## src/rtl/start_stop_conditioner.sv

```systemverilog
// Start/stop pushbutton conditioner: sync, debounce, press edge,
// run toggle and long-press clear request for the stopwatch.
module start_stop_conditioner #(
    parameter int SYNC_STAGES       = 2,
    parameter int DEBOUNCE_CYCLES   = 500000,
    parameter int LONG_PRESS_CYCLES = 100000000,
    parameter bit BTN_ACTIVE_HIGH   = 1'b1
) (
    input  logic clk,
    input  logic rst,
    input  logic btn_raw,
    output logic btn_stable,
    output logic press_pulse,
    output logic clear_pulse,
    output logic run
);

    localparam int DW = $clog2(DEBOUNCE_CYCLES + 1);
    localparam int HW = (LONG_PRESS_CYCLES > 1) ?
                        $clog2(LONG_PRESS_CYCLES) : 1;
    localparam logic [DW-1:0] DB_LAST = DW'(DEBOUNCE_CYCLES - 1);
    localparam logic [HW-1:0] HOLD_LAST = HW'(LONG_PRESS_CYCLES - 1);

    typedef enum logic [1:0] {
        IDLE,
        HELD,
        LONG
    } state_t;

    logic [SYNC_STAGES-1:0] r_sync;
    logic [DW-1:0]          r_db;
    logic                   r_stable;
    logic                   r_press;
    state_t                 r_state;
    state_t                 w_state_nxt;
    logic [HW-1:0]          r_hold;
    logic [HW-1:0]          w_hold_nxt;
    logic                   r_run;
    logic                   w_run_nxt;
    logic                   r_clear;
    logic                   w_clear_nxt;
    logic                   w_norm;
    logic                   w_s;
    logic                   w_rise;

    // Normalise so that 1 always means pressed from here on
    assign w_norm = BTN_ACTIVE_HIGH ? btn_raw : ~btn_raw;
    assign w_s    = r_sync[SYNC_STAGES-1];
    assign w_rise = (w_s != r_stable) && (r_db == DB_LAST) && w_s;

    always_ff @(posedge clk) begin
        if (!rst) begin
            r_sync   <= '0;
            r_db     <= '0;
            r_stable <= 1'b0;
            r_press  <= 1'b0;
        end else begin
            r_sync  <= {r_sync[SYNC_STAGES-2:0], w_norm};
            r_press <= w_rise;
            if (w_s == r_stable) begin
                r_db <= '0;
            end else if (r_db == DB_LAST) begin
                r_stable <= w_s;
                r_db     <= '0;
            end else begin
                r_db <= r_db + DW'(1);
            end
        end
    end

    always_ff @(posedge clk) begin
        if (!rst) begin
            r_state <= IDLE;
            r_hold  <= '0;
            r_run   <= 1'b0;
            r_clear <= 1'b0;
        end else begin
            r_state <= w_state_nxt;
            r_hold  <= w_hold_nxt;
            r_run   <= w_run_nxt;
            r_clear <= w_clear_nxt;
        end
    end

    always_comb begin
        w_state_nxt = r_state;
        w_hold_nxt  = r_hold;
        w_run_nxt   = r_run;
        w_clear_nxt = 1'b0;
        unique case (r_state)
            IDLE: w_state_nxt = IDLE;
            HELD: begin
                if (!r_stable) begin
                    w_state_nxt = IDLE;
                end else if (r_hold == HOLD_LAST) begin
                    w_state_nxt = LONG;
                    w_clear_nxt = 1'b1;
                    w_run_nxt   = 1'b0;
                end else begin
                    w_hold_nxt = r_hold + HW'(1);
                end
            end
            LONG: begin
                if (!r_stable) begin
                    w_state_nxt = IDLE;
                end
            end
            default: w_state_nxt = IDLE;
        endcase
        // An accepted press implies the stable level was low, so it wins
        if (w_rise) begin
            w_state_nxt = HELD;
            w_hold_nxt  = '0;
            w_run_nxt   = ~r_run;
            w_clear_nxt = 1'b0;
        end
    end

    assign btn_stable  = r_stable;
    assign press_pulse = r_press;
    assign clear_pulse = r_clear;
    assign run         = r_run;

endmodule

```

## config.mk

```make
export PLATFORM = sky130hd
export DESIGN_NAME = start_stop_conditioner
export DESIGN_NICKNAME = d
export VERILOG_FILES = /design/src/rtl/start_stop_conditioner.sv
export SDC_FILE = /design/constraint.sdc
export NUM_CORES = 1
export LEC_CHECK = 0
export CAP_MARGIN = 20
export CORE_UTILIZATION = 40
export CTS_CLUSTER_DIAMETER = 40
export DETAILED_ROUTE_END_ITERATION = 10
export REMOVE_ABC_BUFFERS = 1
export SLEW_MARGIN = 20
export SYNTH_ARGS = -nofsm -noshare
export SYNTH_HDL_FRONTEND = slang
export SYNTH_SLANG_ARGS = --single-unit
```

## constraint.sdc

```tcl
create_clock -name clk -period 4.6 [get_ports clk]
set_input_delay 0.46 -clock clk [delete_from_list [all_inputs] [get_ports clk]]
set_output_delay 0.46 -clock clk [all_outputs]
set_load 0.05 [all_outputs]
```

======== Word-level counts from Yosys, hierarchy flattened ========
Cells that the tools add are included.
operators by class
  div/mod/pow operators ................... 0
  equal/unequal tests ..................... 10
  add/sub/neg operators ................... 2
  $mul .................................... 0
  bitwise logic cells ..................... 6
  $lt $le $gt $ge ......................... 0
  reduce and logical (&&, ||, !) cells .... 13
  multiplexer cells ....................... 10
  shift operators ......................... 0
operators with widths
  operator                                                          number
  27-bit by 1-bit adder with 27-bit output (second input constant)  1
  27-bit == test (second input constant)                            1
  19-bit by 1-bit adder with 19-bit output (second input constant)  1
  19-bit == test (second input constant)                            1
  1-bit 2-to-1 mux                                                  6
  2-bit 2-to-1 mux                                                  3
  3-bit != test (second input constant)                             2
  1-bit inverter                                                    6
  2-bit AND reduction                                               3
  3-bit AND reduction                                               2
  2-bit nonzero test                                                3
  4-bit != test (second input constant)                             1
  2-bit case mux with 2 select lines                                1
  4-bit OR reduction                                                1
  3-bit OR reduction                                                1
  2-bit by 1-bit == test with 1-bit output (second input constant)  1
  2-bit == test (second input constant)                             1
  1-bit logical AND                                                 2
  2-bit != test (second input constant)                             1
  2-bit OR reduction                                                1
  1-bit == test                                                     1
  1-bit != test                                                     1
word-level totals
  ROM bits ................................ 0
  register bits after elaboration ......... 54
  bits of input ports ..................... 3
  bits in latches ......................... 0
  memory bits (writable) .................. 0
  output and inout bits ................... 4
  word-level logic and storage cells ...... 50
  memories ................................ 0

======== Logic depth before layout (Yosys ltp) ========
  depth in word-level cells ............... 5
  depth in mapped cells ................... 8
  depth with buffers taken out ............ 6

======== Worst setup path before layout ========
Ideal clock, no wire load.
  kind .................................... register to register
  from .................................... reg r_hold[8]
  to ...................................... reg r_hold[1]
  required time ........................... 4,472 ps
  path slack .............................. 2,265 ps
  cell stages (with the launch flop) ...... 8
  buffers on the path ..................... 2
  library setup time ...................... 128 ps
  arrival time ............................ 2,207 ps
  clock period less this slack ............ 2,335 ps
  cell sequence ........................... dfxtp_1 -> or4_1 -> or4_4 -> o31ai_4 -> buf_6 -> buf_6 -> mux2i_1 -> nor2_1
on the way
  cells in the longest elaborated chain, start to end .. 3
RTL lines
  what                           line  RTL
  start: declaration             36    logic [HW-1:0] r_hold;
  start signal: assignment       79    r_hold <= w_hold_nxt;
  27-bit == test                 95    end else if (r_hold == HOLD_LAST) begin
  1-bit inverter (no line)       -
  3-bit AND reduction (no line)  -
Every way passes these cells.
A chain may end at the register's enable or synchronous reset.

======== Final worst setup path ========
Ends and elaborated chain as after synthesis.

==> flow_metrics.env <==
export IMPL_cts_tree="yes"
export IMPL_mostFrequentLayoutCell="dfxtp_1"
export IMPL_final_util_pct=45.4
export IMPL_whs_ns=0.434
export IMPL_grt_max_degree=36
export IMPL_max_cap_viol_count=0
export IMPL_dpl_cell_count=361
export IMPL_initial_core_util_pct=41.5
export IMPL_finalHoldViolCount=0
export IMPL_ys_seq_area_share_pct=44.3
export IMPL_die_x_um=80.1
export IMPL_viasPerCell=5.29
export IMPL_core_area_um2=5890
export IMPL_wire_per_inst_um=12.0
export IMPL_port_buffers=6
export IMPL_switchingPower_uw=163
export IMPL_finalCritPeriodShare_pct=58.7
export IMPL_reg2reg_slack_ns=1.90
export IMPL_overflow=0
export IMPL_worstSetupStartpointType="flip-flop"
export IMPL_cp_max_fo=18
export IMPL_cts_setup_buffers=0
export IMPL_antenna_cells=0
export IMPL_antenna_found_initial=0
export IMPL_cts_sinks=54
export IMPL_switching_share_pct=20.5
export IMPL_cts_path_max_buffers=2
export IMPL_netlist_area_um2=2440
export IMPL_dpl_cell_area_um2=2550
export IMPL_critPathCapture="r_hold[1]"
export IMPL_p_leak_nw=0.798
export IMPL_rsz0062_at_grt="no"
export IMPL_fin_setup_tns_ns=0
export IMPL_synth_seq_cells=54
export IMPL_ant_nets=0
export IMPL_die_h_um=80.1
export IMPL_startpoint="r_hold[8]"
export IMPL_p_int_uw=631
export IMPL_tightest_slew_ns=0.993
export IMPL_finalSetupViolCount=0
export IMPL_critPathArrivalTime_ns=2.87
export IMPL_avgSynthCellArea_um2=8.47
export IMPL_path_clk_slew_ns=0.10
export IMPL_worstRegToRegCells=6
export IMPL_wl_mm=4.43
export IMPL_area_delta_synth_final_pct=9.49
export IMPL_fin_skew_ns=0.00623
export IMPL_die_area_um2=6420
export IMPL_vias=1959
export IMPL_fmax_mhz=371
export IMPL_p_per_area_nw_per_um2=297
export IMPL_synth_cells=288
export IMPL_numCtsBuffers=5
export IMPL_hold_path_class="flip-flop to flip-flop"
export IMPL_ys_flop_type="dfxtp_1"
export IMPL_power_uw=794
export IMPL_layout_drive_gt1_share_pct=4.75
export IMPL_grtUsageTotal_pct=15.4
export IMPL_worstPathRequired_ns=4.77
export IMPL_drv_slew=0
export IMPL_drc=0
export IMPL_vdd_drop_max_mv=0.153
export IMPL_layout_common_cells="54 x dfxtp_1, 38 x nor2_1, 20 x a21oi_1, 19 x nand2_1, 18 x nand3_1"
export IMPL_worstSetupEndpointType="flip-flop"
export IMPL_root_buffer="clkbuf_8"
export IMPL_ios=7
export IMPL_hpwl_mm=3.01
export IMPL_relSlewSlack_pct=33.7
export IMPL_cts_repair_resized=0
export IMPL_rows=28
export IMPL_synth_cell_type_count=35
export IMPL_stdcell_area_um2=2670
export IMPL_drtPass1Iterations=6
export IMPL_dp_slack_ns=1.69
export IMPL_synth_edff_count=0
export IMPL_clk_latency_ns=0.31
export IMPL_power_frac_clock_pct=39.8
export IMPL_ys_warn_count=0
export IMPL_async_reset_ff_share_pct=0
export IMPL_r2r_end="r_hold[1]"
export IMPL_fin_crit_ns=2.70
export IMPL_grt_pass1_vias=1800
export IMPL_routabilityCongestion=0.735
export IMPL_r2r_start="r_hold[8]"
export IMPL_drt_initial_drc_count=49
export IMPL_seqPwrFrac_pct=59.0
export IMPL_grt_pass1_wl_mm=7.78
export IMPL_crit_type="flip-flop to flip-flop"
export IMPL_final_cells=370
export IMPL_status="complete, no violations"
export IMPL_fin_nets=299
export IMPL_ctsHtreeMaxLevel=2
export IMPL_holdBufCountCts=0
export IMPL_p_comb_share_pct=1.2
export IMPL_setup_ws_ns=1.90
==> worst min-delay path by stage <==
stage	startpoint	end	slack, ns	cells past startpoint
3_3_place_gp	r_sync[0]	r_sync[1]	0.42	1
5_1_grt	r_sync[0]	r_sync[1]	0.44	1
3_5_place_dp	r_sync[0]	r_sync[1]	0.42	1
2_1_floorplan	r_sync[0]	r_sync[1]	0.41	1
6_report	r_sync[0]	r_sync[1]	0.43	1
4_1_cts	r_sync[0]	r_sync[1]	0.43	1
==> registers in the layout, summed over array words and instances, names as in the netlist <==
register,count
r_hold,27
press_pulse,1
r_state,2
r_db,19
run,1
r_sync,2
clear_pulse,1
btn_stable,1
==> critical path, stage by stage (launching register included) <==
cell and delay [ns]:
dfxtp_1 0.36, or4_1 0.54, or4_4 0.54, o31ai_4 0.64, buf_8 0.24, mux2i_1 0.19
nor2_1 0.05
==> area by class of cell <==
class / instances / area (um2)
Fill cell: 592 / 3210
Multi-Input combinational cell: 214 / 1270
Sequential cell: 54 / 1080
Tap cell: 75 / 93.8
Timing Repair Buffer: 7 / 75.1
Clock buffer: 5 / 68.8
Inverter: 12 / 45.0
Clock inverter: 3 / 40.0
==> logic make-up (layout without fill, tap and decap cells) <==
family | after synthesis | in the layout | synth area share, %
and+or+nand+nor | 142 | 142 | 30.7
DFF | 54 | 54 | 44.3
AOI/OAI and AO/OA | 43 | 43 | 10.4
xor gates and xnor gates | 25 | 25 | 8.97
buffers and inverters | 20 | 27 | 3.74
adders and majority gates | 2 | 2 | 1.03
muxes | 2 | 2 | 0.821
==> cell usage after synthesis (all sizes together) (7+ instances only) <==
| library cell | n | area (um2) |
|---|---|---|
| a21oi | 20 | 100 |
| o21ai | 13 | 65.1 |
| nor2 | 38 | 143 |
| xnor2 | 11 | 96.3 |
| nand4 | 11 | 68.8 |
| nand3 | 18 | 90.1 |
| or3 | 14 | 87.6 |
| or4 | 11 | 86.3 |
| nor3 | 7 | 35.0 |
| nand2 | 19 | 71.3 |
| dfxtp | 54 | 1080 |
| o31ai | 9 | 81.3 |
| inv | 12 | 45.0 |
| xor2 | 14 | 123 |
==> power groups by stage <==
stage | clock network [mW] | registers [mW] | logic, mW
5_1_grt | 0.345 | 0.469 | 0.0106
3_3_place_gp | 0 | 0.480 | 0.00990
3_5_place_dp | 0 | 0.480 | 0.00982
2_1_floorplan | 0 | 0.480 | 0.00528
4_1_cts | 0.329 | 0.469 | 0.00982
6_report | 0.316 | 0.469 | 0.00953
==> per-layer routing <==
metal | share of wire, % | track usage, % | up-vias | routed length (um)
met1 | 49 | 19.1 | 910 | 2170
met2 | 47 | 25.5 | 13 | 2080
met3 | 2.0 | 3.41 | 8 | 89
met4 | 2.0 | 6.96 | 0 | 87
li1 | - | - | 1028 | -
met5 | 0 | 0 | - | 0
(Power assumes the default switching activity.)
